`config.mk`:
```
export PLATFORM = sky130hd
export DESIGN_NAME = add_20
export DESIGN_NICKNAME = d
export VERILOG_FILES = /design/src/rtl/add_pkg.sv /design/src/rtl/full_adder_cell.sv /design/src/rtl/add_20.sv
export SDC_FILE = /design/constraint.sdc
export NUM_CORES = 1
export LEC_CHECK = 0
export CAP_MARGIN = 20
export CORE_ASPECT_RATIO = 1.5
export CORE_MARGIN = 2
export CORE_UTILIZATION = 30
export DETAILED_ROUTE_END_ITERATION = 10
export DONT_BUFFER_PORTS = 1
export GPL_TIMING_DRIVEN = 0
export SYNTH_ARGS = -nofsm -noshare
export SYNTH_HDL_FRONTEND = slang
export SYNTH_SLANG_ARGS = --single-unit
```
`constraint.sdc`:
```
create_clock -name clk -period 1.1 [get_ports clk]
set_input_delay 0.165 -clock clk [delete_from_list [all_inputs] [get_ports clk]]
set_output_delay 0.165 -clock clk [all_outputs]
set_load 0.01 [all_outputs]
```
`src/rtl/add_pkg.sv`:
```
// Shared definitions for the registered ripple-carry adder.
//   ADD_WIDTH  : default operand/result width
//   add_word_t : one operand or sum word of the default width
package add_pkg;

  localparam int unsigned ADD_WIDTH = 20;

  typedef logic [ADD_WIDTH-1:0] add_word_t;

endpackage

```
`src/rtl/full_adder_cell.sv`:
```
// One-bit full adder built from two half adders plus an OR.
// Ports:
//   x, y : operand bits
//   cin  : carry in
//   s    : sum bit, x ^ y ^ cin
//   c    : carry out, (x & y) | (cin & (x ^ y))
module full_adder_cell (
  input  logic x,
  input  logic y,
  input  logic cin,
  output logic s,
  output logic c
);

  logic ha0_s;
  logic ha0_c;
  logic ha1_c;

  // First half adder: operand bits.
  assign ha0_s = x ^ y;
  assign ha0_c = x & y;

  // Second half adder: partial sum with the incoming carry.
  assign s     = ha0_s ^ cin;
  assign ha1_c = ha0_s & cin;

  // The two half-adder carries can never both be 1, so OR is enough.
  assign c     = ha0_c | ha1_c;

endmodule

```
`src/rtl/add_20.sv`:
```
// Registered unsigned ripple-carry adder: {cout, out} = a + b, one cycle of latency.
// Ports:
//   clk       : clock, rising edge
//   rst       : asynchronous active-high reset; clears out, cout, out_valid
//   in_valid  : a/b are valid this cycle
//   a, b      : unsigned operands
//   out       : registered sum modulo 2^WIDTH
//   cout      : registered carry out of the MSB
//   out_valid : out/cout were loaded from a valid input on the last edge
// WIDTH must be at least 1.
module add_20 import add_pkg::*; #(
  parameter int unsigned WIDTH = ADD_WIDTH
) (
  input  logic             clk,
  input  logic             rst,
  input  logic             in_valid,
  input  logic [WIDTH-1:0] a,
  input  logic [WIDTH-1:0] b,
  output logic [WIDTH-1:0] out,
  output logic             cout,
  output logic             out_valid
);

  // carry[i] feeds bit i; carry[WIDTH] is the carry out of the MSB.
  logic [WIDTH:0]   carry;
  logic [WIDTH-1:0] sum;

  assign carry[0] = 1'b0;

  for (genvar i = 0; i < WIDTH; i++) begin : g_chain
    full_adder_cell u_fa (
      .x   (a[i]),
      .y   (b[i]),
      .cin (carry[i]),
      .s   (sum[i]),
      .c   (carry[i+1])
    );
  end

  logic [WIDTH-1:0] sum_d,   sum_q;
  logic             cout_d,  cout_q;
  logic             valid_d, valid_q;

  // Result registers only load on a valid input, so junk (even X/Z) on a/b
  // while in_valid is low never reaches the held result.
  always_comb begin
    sum_d   = sum_q;
    cout_d  = cout_q;
    valid_d = in_valid;
    if (in_valid) begin
      sum_d  = sum;
      cout_d = carry[WIDTH];
    end
  end

  always_ff @(posedge clk or posedge rst) begin
    if (rst) begin
      sum_q   <= '0;
      cout_q  <= 1'b0;
      valid_q <= 1'b0;
    end else begin
      sum_q   <= sum_d;
      cout_q  <= cout_d;
      valid_q <= valid_d;
    end
  end

  assign out       = sum_q;
  assign cout      = cout_q;
  assign out_valid = valid_q;

endmodule

```
# --- After elaboration in Yosys (flattened, before gate mapping) ---
# Cells that the tools add are included.
totals:
  regBits: 22
  latchBits: 0
  mem_bits_rw: 0
  mem_bits_ro: 0
  inputBits: 43
  output_inout_bits: 22
  elab_cells: 100
  n_memories: 0
op_classes:
  n_addsub: 0
  multipliers: 0
  div_mod_pow: 0
  magnitude_cmp: 0
  eq_ne: 0
  shifts: 0
  muxes: 0
  bitwise: 97
  reduce_logical: 0
op_table:
  columns: ["cell", "n"]
  rows:
  - ["$and 1x1->1", 39]
  - ["$xor 1x1->1", 39]
  - ["$or 1x1->1", 19]

# --- Longest topological paths before layout ---
# Gate-level depths: netlist of the first run.
depth:
  depth_word: 39
  depth_mapped: 22
  depth_no_buf: 22

# --- By module ---
# Synthesis of the first run repeated with hierarchy kept, for this count alone.
unflattened:
  cells_unflattened: 67
  area_unflattened_um2: 1292.5
modules_own_cells:
  columns: ["module", "instances", "cells_per_inst", "area_per_inst_um2", "seq_area_each_um2"]
  rows:
  - ["add_20", 1, 47, 892.1, 550.5]
  - ["full_adder_cell", 20, 1, 20.0, 0.0]

# --- Worst setup path before layout of the first run ---
# Ideal clock, no wire load.
synth_path:
  path_kind: "input to register"
  startpoint: "in a[0]"
  endpoint: "reg sum_q[19] (netlist: out[19])"
  setup_ns: 0.077
  t_arrival_ns: 7.745
  t_required_ns: 1.023
  path_slack_ns: -6.722
  stages: 22
  n_path_buf: 0
  cell_sequence: "ha_1 fa_1 fa_1 fa_1 fa_1 fa_1 fa_1 fa_1 fa_1 fa_1 fa_1 fa_1 fa_1 fa_1 fa_1 fa_1 fa_1 fa_1 fa_1 inv_1 fa_1 a21oi_1"
synth_between:
  elab_chain_cells: 38
synth_lines:
  columns: ["item", "line_no", "rtl"]
  rows:
  - ["start: declaration", "add_20.sv:17", "input logic [WIDTH-1:0] a,"]
  - ["$and 1x1->1", "full_adder_cell.sv:21", "assign ha0_c = x & y;"]
  - ["$and 1x1->1", "full_adder_cell.sv:25", "assign ha1_c = ha0_s & cin;"]
  - ["$or 1x1->1", "full_adder_cell.sv:28", "assign c = ha0_c | ha1_c;"]
  - ["$and 1x1->1", "full_adder_cell.sv:25", null]
  - ["$or 1x1->1", "full_adder_cell.sv:28", null]
  - ["$and 1x1->1", "full_adder_cell.sv:25", null]
  - ["$or 1x1->1", "full_adder_cell.sv:28", null]
  - ["$and 1x1->1", "full_adder_cell.sv:25", null]
  - ["[... 22 more ...]", null, null]
  - ["$or 1x1->1", "full_adder_cell.sv:28", null]
  - ["$and 1x1->1", "full_adder_cell.sv:25", null]
  - ["$or 1x1->1", "full_adder_cell.sv:28", null]
  - ["$and 1x1->1", "full_adder_cell.sv:25", null]
  - ["$or 1x1->1", "full_adder_cell.sv:28", null]
  - ["$and 1x1->1", "full_adder_cell.sv:25", null]
  - ["$or 1x1->1", "full_adder_cell.sv:28", null]
  - ["$xor 1x1->1", "full_adder_cell.sv:24", "assign s = ha0_s ^ cin;"]
  - ["end signal: assignment", "add_20.sv:62", "sum_q <= sum_d;"]
  - ["end: declaration", "add_20.sv:40", "logic [WIDTH-1:0] sum_d, sum_q;"]
# Every way passes these cells.
# A chain may end at the register's enable or synchronous reset.

# --- Final worst setup path of the first run ---
# Ends and elaborated chain as after synthesis.

==> flow_summary.ini, run 1 <==
[grt]
grt_pass1_vias = 675
grt_max_degree = 23
gr-usage-all-layers_pct = 9.88
grt_overflow = 0
grt_pass1_wl_um = 3330
antenna_found_initial = 0

[drt]
ant_nets = 0
vias = 588
first_pass_iters = 2
routed_wl_um = 2170
drt_iter0_drc = 7
drc = 0
vias_per_cell = 4.90
post_drt_wl_per_cell_um = 18.1

[floorplanning]
chipWidth_um = 55.9
die-area_um2 = 4580
core_region_area_um2 = 3920
io_pins = 65
initial_utilization_pct = 30.9
die_height_um = 81.9
fp-row-count = 28

[yosys]
synth-simple-area-share_pct = 0.619
ys_types = 8
netlist_instances = 71
synth_nets = 134
synth_fa_ha_area_share_pct = 32.4
synth_area_leaders = dfrtp_1, fa_1, mux2_2, buf_6, inv_1
muxShareOfSynthArea_pct = 17.6
yosys.area_share.xor_xnor_pct = 0
synth_area_um2 = 1210
synth_seq_cells = 22
synth.top_cell.area_share_pct = 45.4
synth_top_family_by_area = adder cells
yosys_warnings = 0
seq_area_frac_synth_pct = 45.4
syn_avg_cell_area_um2 = 17.1
yosys.area.top_type = dfrtp_1
synth_compound_area_share_pct = 0.826

[placement]
gp_congestion = 0.654
io_buffer_count = 0
dp_hpwl_um = 1740
placed_cell_area_um2 = 1330

[sta]
slew_headroom_pct = 41.7
fin_setup_tns_ns = -59.72
setup_viol = 19
rsz0062_at_grt = true
whs_ns = -0.0286
fin_crit_sh_pct = 632
hold_viol_final = 22
tightest_slew_ns = 0.874
finClkSkew_ns = 0
fmax_mhz = 144
layout_min_cycle_time_ns = 6.95
drv_slew = 0
worst_slack_ns = -5.85

[power_and_ir_drop]
ir_worst_vdd_v = 0.000686
power_density_nw_per_um2 = 1520
power.leakage_nw = 0.580

[clock_tree]
cts_tree = yes
cts_buffers = 3
clk_path_buf_depth = 2
cts.htree.levels = 1
cts_sinks = 22
worst_skew_pair.late_latency_ns = 0.26
cts_root_buf = clkbuf_8
clkSlewWorstSetupHoldPaths_ns = 0.08

[critical_path]
start_kind = primary input
endpoint_kind = register
path_max_fanout = 1
arrival_ns = 7.15
criticalPathCategory = primary input to register
required_ns = 1.29

[final_layout]
drive_gt1_share_pct = 60.0
final_area_um2 = 1430
diodes = 0
final_nets = 140
area_growth_pct = 17.6

[outcome]
violations = negative hold slack, negative setup slack
status = finished, violations left

[flow_run]
cap_viol_max_count = 0

[worst_hold_path]
hp-class = primary input to async pin
cells in the mapped netlist:
library cell	instances
nor2_1	2
ha_1	1
inv_1	4
mux2_2	19
dfrtp_1	22
a21oi_1	2
fa_1	19
buf_6	2
critical path, cell delays in order:
cell and delay (ns):
ha_4 0.14, fa_2 0.33, fa_2 0.35, fa_2 0.34, fa_2 0.35, fa_2 0.35
fa_2 0.35, fa_2 0.35, fa_2 0.35, fa_2 0.35, fa_2 0.35, fa_2 0.34
fa_2 0.34, fa_2 0.34, fa_2 0.34, fa_2 0.35, fa_2 0.35, fa_2 0.35
fa_2 0.34, inv_2 0.07, fa_1 0.41, a21oi_2 0.12
where the power goes:
part	switching [mW]	total [mW]	internal (mW)
Clock	0.258	0.502	0.244
Sequential	0.213	1.20	0.990
Combinational	0.159	0.467	0.308
Total	0.630	2.17	1.54
layout make-up:
type	instances	area (um^2)
Multi-Input combinational cell	43	731
Inverter	4	15.0
Timing Repair Buffer	1	10.0
Tap cell	45	56.3
Sequential cell	22	551
Fill cell	379	2500
Buffer	2	22.5
Clock buffer	3	41.3
path summary, 6_finish.rpt:
kind                                           from                   to  slack [ns]  depth (start not counted)
worst min-delay path                            rst   out[4]$_DFFE_PP0P_       -0.03                          1
worst max register to register  out[10]$_DFFE_PP0P_  out[10]$_DFFE_PP0P_        0.27                          1
worst max-delay path                           a[0]  out[19]$_DFFE_PP0P_       -5.85                         22
min in group clk                           in_valid  out[18]$_DFFE_PP0P_        0.06                          1
max in group asynchronous                       rst  out[18]$_DFFE_PP0P_        0.59                          1
worst min register to register   out[6]$_DFFE_PP0P_   out[6]$_DFFE_PP0P_        0.58                          1
cells in the final DEF (no fill, tap or decap):
cell           netlist  layout
buf_6                2       2
inv_2                0       1
mux2_4               0      12
fa_1                19       1
ha_4                 0       1
a21oi_1              2       1
mux2_2              19       7
dfrtp_1             22      22
clkbuf_8             0       3
nor2_1               2       2
fa_2                 0      18
inv_1                4       3
a21oi_2              0       1
dlygate4sd3_1        0       1
cell families after synthesis:
| group | count (synthesis) |
|---|---|
| DFF | 22 |
| adders and majority gates | 20 |
| muxes | 19 |
| buffers and inverters | 6 |
| AOI/OAI and AO/OA | 2 |
| and+or+nand+nor | 2 |
registers in the layout, summed over array words and instances, names as in the netlist:
register and flops:
out_valid 1, cout 1, out 20
per-stage QoR:
stage	setup slack, ns	total power [mW]	util, %	std cells
2_1_floorplan	-5.95	1.50	-	71
3_3_place_gp	-6.13	1.58	33.9	116
3_5_place_dp	-6.17	1.62	33.9	116
4_1_cts	-5.88	2.18	35.9	120
5_1_grt	-6.05	2.31	36.4	120
6_report	-5.85	2.17	36.4	120
metal layers:
layer  share of wire [%]  track usage [%]
met1                  36             10.6
met2                  53             17.3
met3                 8.5             2.52
met4                 2.8             6.43
met5                   0                0
timing repair:
item | in CTS | in global routing
pin swaps | 1 | 0
hold buffers | 1 | 0
endpoints found under the setup margin | 19 | 19
hold endpoints to repair | 1 | 0
resized for setup | 7 | 5
buffers inserted | 0 | 0
(Power assumes the default switching activity.)
==> inputs of run 2 (changes only) <==
- CELL_PAD_IN_SITES_DETAIL_PLACEMENT: default -> 2
- CELL_PAD_IN_SITES_GLOBAL_PLACEMENT: default -> 2
- GPL_TIMING_DRIVEN: 0 -> default
- PLACE_DENSITY_LB_ADDON: default -> 0.1
- SKIP_CTS_REPAIR_TIMING: default -> 1
==> run 2 against run 1 <==
- the flow finishes with violations (negative setup slack)
- largest cell class unchanged
- sequential power about the same
- fmax shrank 0.70%
- critical endpoint unchanged
- critical path type unchanged
- register-to-register slack about the same
- clock-buffer cell count up 1
- critical path depth did not move
- die area did not move
- flip-flop and latch count unchanged
- global-route usage up 0.59 points
- setup slack got worse by 0.049 ns
- power is 3.4% higher
- final cell count rose by 0.83%
==> flow_summary.ini, run 2 (synthesized netlist as in run 1, its figures left out) <==
[outcome]
status = finished, violations left
violations = negative setup slack

[floorplanning]
initial_utilization_pct = 30.9
io_pins = 65
die-area_um2 = 4580
fp-row-count = 28
chipWidth_um = 55.9
core_region_area_um2 = 3920
die_height_um = 81.9

[grt]
antenna_found_initial = 0
met2_usage_pct = 19.0
top_usage_layer = met2
grt_max_degree = 25
gr-usage-all-layers_pct = 10.5
grt_overflow = 0
grt_pass1_vias = 753
met1_usage_pct = 10.8
grt_pass1_wl_um = 3580
met3_usage_pct = 4.09

[final_layout]
final_cells = 121
final_nets = 140
final_area_um2 = 1440
final_util_pct = 36.8
drive_gt1_share_pct = 57.9
final_common_cell = dfrtp_1
final_cell_mix = dfrtp_1, fa_2, mux2_4, mux2_2, clkbuf_8
area_growth_pct = 19.1
largest_register_ff_count = 20
diodes = 0

[worst_hold_path]
min_from = in_valid
hp-class = primary input to register

[sta]
fmax_mhz = 143
drv_slew = 0
hold_viol_final = 0
worst_slack_ns = -5.90
setup_viol = 19
slew_headroom_pct = 80.3
tightest_slew_ns = 0.295
finClkSkew_ns = 0
rsz0062_at_grt = true
fin_crit_sh_pct = 637
layout_min_cycle_time_ns = 7.00

[critical_path]
worstReg2RegEnd = out[18]$_DFFE_PP0P_
endpoint = out[19]$_DFFE_PP0P_
start_kind = primary input
arrival_ns = 7.19
path_max_fanout = 1
endpoint_kind = register
required_ns = 1.29
worst_r2r_path_depth = 1
worstReg2RegStart = out[18]$_DFFE_PP0P_
criticalPathCategory = primary input to register
ff2ff_setup_slack_ns = 0.27
crit_start = a[0]

[power_and_ir_drop]
power_density_nw_per_um2 = 1560
power.leakage_nw = 0.588
ir_worst_vdd_v = 0.000569

[placement]
placed_cell_area_um2 = 1330
dp_hpwl_um = 1870
io_buffer_count = 0
placed_cells = 115
gp_congestion = 0.635

[flow_run]
cap_viol_max_count = 0

[clock_tree]
worst_skew_pair.late_latency_ns = 0.26
cts_tree = yes
cts_sinks = 22
cts_root_buf = clkbuf_8
cts.htree.levels = 1
clkSlewWorstSetupHoldPaths_ns = 0.08
clk_path_buf_depth = 2
cts_buffers = 3

[drt]
post_drt_wl_per_cell_um = 19.5
vias = 586
drt_iter0_drc = 4
routed_wl_um = 2360
drc = 0
ant_nets = 0
vias_per_cell = 4.84
first_pass_iters = 2
==> run 2: changes by cell type in the layout (fill, tap and decap cells not counted), sizes merged <==
| cell | before | now |
|---|---|---|
| dlygate4sd3 | 1 | 2 |
| buf | 2 | 1 |
| clkbuf | 3 | 4 |
==> run 2: routing by layer <==
| layer | share of wire, % | up-vias |
|---|---|---|
| met5 | 0 | - |
| met4 | 0.76 | 0 |
| met3 | 9.9 | 2 |
| met2 | 57 | 36 |
| met1 | 32 | 307 |
| li1 | - | 241 |
==> run 2: cell type report <==
cell class	instances	area [um^2]
clock buffer	4	55.1
fill	403	2480
inverter	4	15.0
multi-input combinational	43	727
sequential	22	551
tap	45	56.3
timing repair buffer	3	40.0
==> run 2: worst min-delay path by stage <==
stage,end,cells after the start,slack [ns]
after floorplan,cout$_DFFE_PP0P_,1,0.15
after global placement,out[5]$_DFFE_PP0P_,1,0.009
after detailed placement,out[5]$_DFFE_PP0P_,1,0.01
after global routing,out[3]$_DFFE_PP0P_,1,0.05
final,out[11]$_DFFE_PP0P_,1,0.06
after CTS,out[4]$_DFFE_PP0P_,1,-0.28
==> run 2: power by group <==
group | switching, mW | internal (mW) | leakage, nW
registers | 0.217 | 0.990 | 0.256
clock network | 0.266 | 0.319 | 0.0288
logic | 0.147 | 0.309 | 0.303
total | 0.629 | 1.62 | 0.588
==> run 2: stage by stage <==
stage	setup TNS, ns	worst slack [ns]	hold slack [ns]	power (mW)
2_1_floorplan	-62.96	-5.95	0.154	1.50
3_3_place_gp	-64.98	-6.14	0.00946	1.58
6_report	-60.11	-5.90	0.0617	2.25
5_1_grt	-61.50	-6.03	0.0456	2.40
4_1_cts	-60.43	-5.95	-0.277	2.22
3_5_place_dp	-65.85	-6.22	0.0132	1.62
==> run 2: critical path, cell delays in order <==
cell     delay [ns]
ha_4           0.14
fa_2           0.33
fa_2           0.36
fa_2           0.35
fa_2           0.35
fa_2           0.35
fa_2           0.34
fa_2           0.34
fa_2           0.35
fa_2           0.35
fa_2           0.35
fa_2           0.35
fa_2           0.35
fa_2           0.35
fa_2           0.35
fa_2           0.35
fa_2           0.35
fa_2           0.35
fa_2           0.34
inv_2          0.06
fa_1           0.40
a21oi_1        0.14
==> inputs of run 3 (changes only) <==
- PLACE_DENSITY_LB_ADDON: 0.1 -> 0.25
- TNS_END_PERCENT: default -> 30
==> run 3 against run 2 <==
- the run still ends with negative setup slack left
- clock power shrank 17%
- first-iteration DRC count grew 130%
- register-to-register slack is essentially flat
- flip-flop and latch count is the same
- worst hold slack gained 0.0095 ns
- global-route usage grew 0.76 points
- die area is the same
- sequential power is essentially flat
- highest routed layer unchanged
==> flow_summary.ini, run 3 (synthesized netlist as in run 1, its figures left out) <==
[final_layout]
area_growth_pct = 18.2
largest_register_ff_count = 20
final_nets = 140
diodes = 0
final_cell_mix = dfrtp_1, fa_2, mux2_4, mux2_2
final_common_cell = dfrtp_1
drive_gt1_share_pct = 58.7
final_cells = 120

[outcome]
status = finished, violations left
violations = negative setup slack

[floorplanning]
die_height_um = 81.9
core_region_area_um2 = 3920
chipWidth_um = 55.9
initial_utilization_pct = 30.9
io_pins = 65
die-area_um2 = 4580
fp-row-count = 28

[drt]
vias = 602
drc = 0
routed_wl_um = 2570
ant_nets = 0
vias_per_cell = 5.02
first_pass_iters = 2
post_drt_wl_per_cell_um = 21.4
drt_iter0_drc = 9

[grt]
top_usage_layer = met2
grt_max_degree = 25
grt_pass1_vias = 739
met1_usage_pct = 11.8
grt_overflow = 0
grt_pass1_wl_um = 3840
met2_usage_pct = 21.1
antenna_found_initial = 0
met3_usage_pct = 3.78
gr-usage-all-layers_pct = 11.2

[critical_path]
arrival_ns = 7.20
cp_cell_sequence = ha_4 -> fa_2 -> fa_2 -> fa_2 -> fa_2 -> fa_2 -> fa_2 -> fa_2 -> fa_2 -> fa_2 -> fa_2 -> fa_2 -> fa_2 -> fa_2 -> fa_2 -> fa_2 -> fa_2 -> fa_2 -> fa_2 -> inv_2 -> fa_1 -> a21oi_2
cp.buffers_inverters = 1
required_ns = 1.29
endpoint_kind = register
slowest_delay_ns = 0.42
path_max_fanout = 1
cp_top_family = adder cells
start_kind = primary input
cpMostUsedCell = fa_2
crit_slowest_cell = fa_1
criticalPathCategory = primary input to register

[sta]
layout_min_cycle_time_ns = 7.01
hold_viol_final = 0
worst_slack_ns = -5.91
setup_viol = 19
fmax_mhz = 143
rsz0062_at_grt = true
tightest_slew_ns = 0.299
drv_slew = 0
finClkSkew_ns = 0
fin_setup_tns_ns = -60.09
fin_crit_sh_pct = 637
slew_headroom_pct = 80.0

[power_and_ir_drop]
power_density_nw_per_um2 = 1530
switching_share_pct = 28.6
power.leakage_nw = 0.590
p_int_mw = 1.56
total_power_mw = 2.19
seqPwrFrac_pct = 55.5
ir_worst_vdd_v = 0.000656
comb_power_share_pct = 22.3
p_sw_mw = 0.627
p_clk_share_pct = 22.3

[placement]
placed_cells = 115
dp_hpwl_um = 2000
place_ws_ns = -6.22
gp_congestion = 0.663
io_buffer_count = 0

[clock_tree]
cts_root_buf = clkbuf_8
cts_buffers = 3
cts_sinks = 22
cts.htree.levels = 1
clkSlewWorstSetupHoldPaths_ns = 0.08
worst_skew_pair.late_latency_ns = 0.25
cts_tree = yes
clk_path_buf_depth = 2

[flow_run]
cap_viol_max_count = 0

[worst_hold_path]
hp-class = primary input to register
## run 3: per-stage QoR
stage                     area, um^2  hold WS (ns)  util [%]
after floorplan                 1270         0.154         -
after global placement          1320         0.122      33.5
after detailed placement        1320         0.130      33.5
after CTS                       1360        -0.155      34.6
after global routing            1430        0.0527      36.5
final                           1430        0.0711      36.5
## run 3: area by class of cell
class,count,area [um^2]
clock buffer,3,41.3
fill,396,2490
inverter,4,15.0
multi-input combinational,43,742
sequential,22,551
tap,45,56.3
timing repair buffer,3,27.5
## run 3: power groups by stage
stage                     clock network [mW]  registers [mW]  logic (mW)
after floorplan                            0            1.18       0.321
after global placement                     0            1.22       0.359
after detailed placement                   0            1.23       0.401
after CTS                              0.525            1.22       0.400
after global routing                   0.563            1.24       0.550
final                                  0.488            1.21       0.488
## run 3: layer usage
| layer | routed length (um) | part of all wire [%] |
|---|---|---|
| met1 | 840 | 33 |
| met2 | 1470 | 57 |
| met3 | 244 | 9.5 |
| met4 | 18 | 0.70 |
| met5 | 0 | 0 |
## run 3: final timing paths
check	from	to	slack, ns	depth (start not counted)
worst max-delay path	a[0]	out[19]$_DFFE_PP0P_	-5.91	22
worst min-delay path	in_valid	out[16]$_DFFE_PP0P_	0.07	1
worst max register to register	out[6]$_DFFE_PP0P_	out[6]$_DFFE_PP0P_	0.26	1
worst min register to register	out[2]$_DFFE_PP0P_	out[2]$_DFFE_PP0P_	0.58	1
max in group asynchronous	rst	out[11]$_DFFE_PP0P_	0.47	3
min in group asynchronous	rst	out_valid$_DFF_PP0_	0.40	3
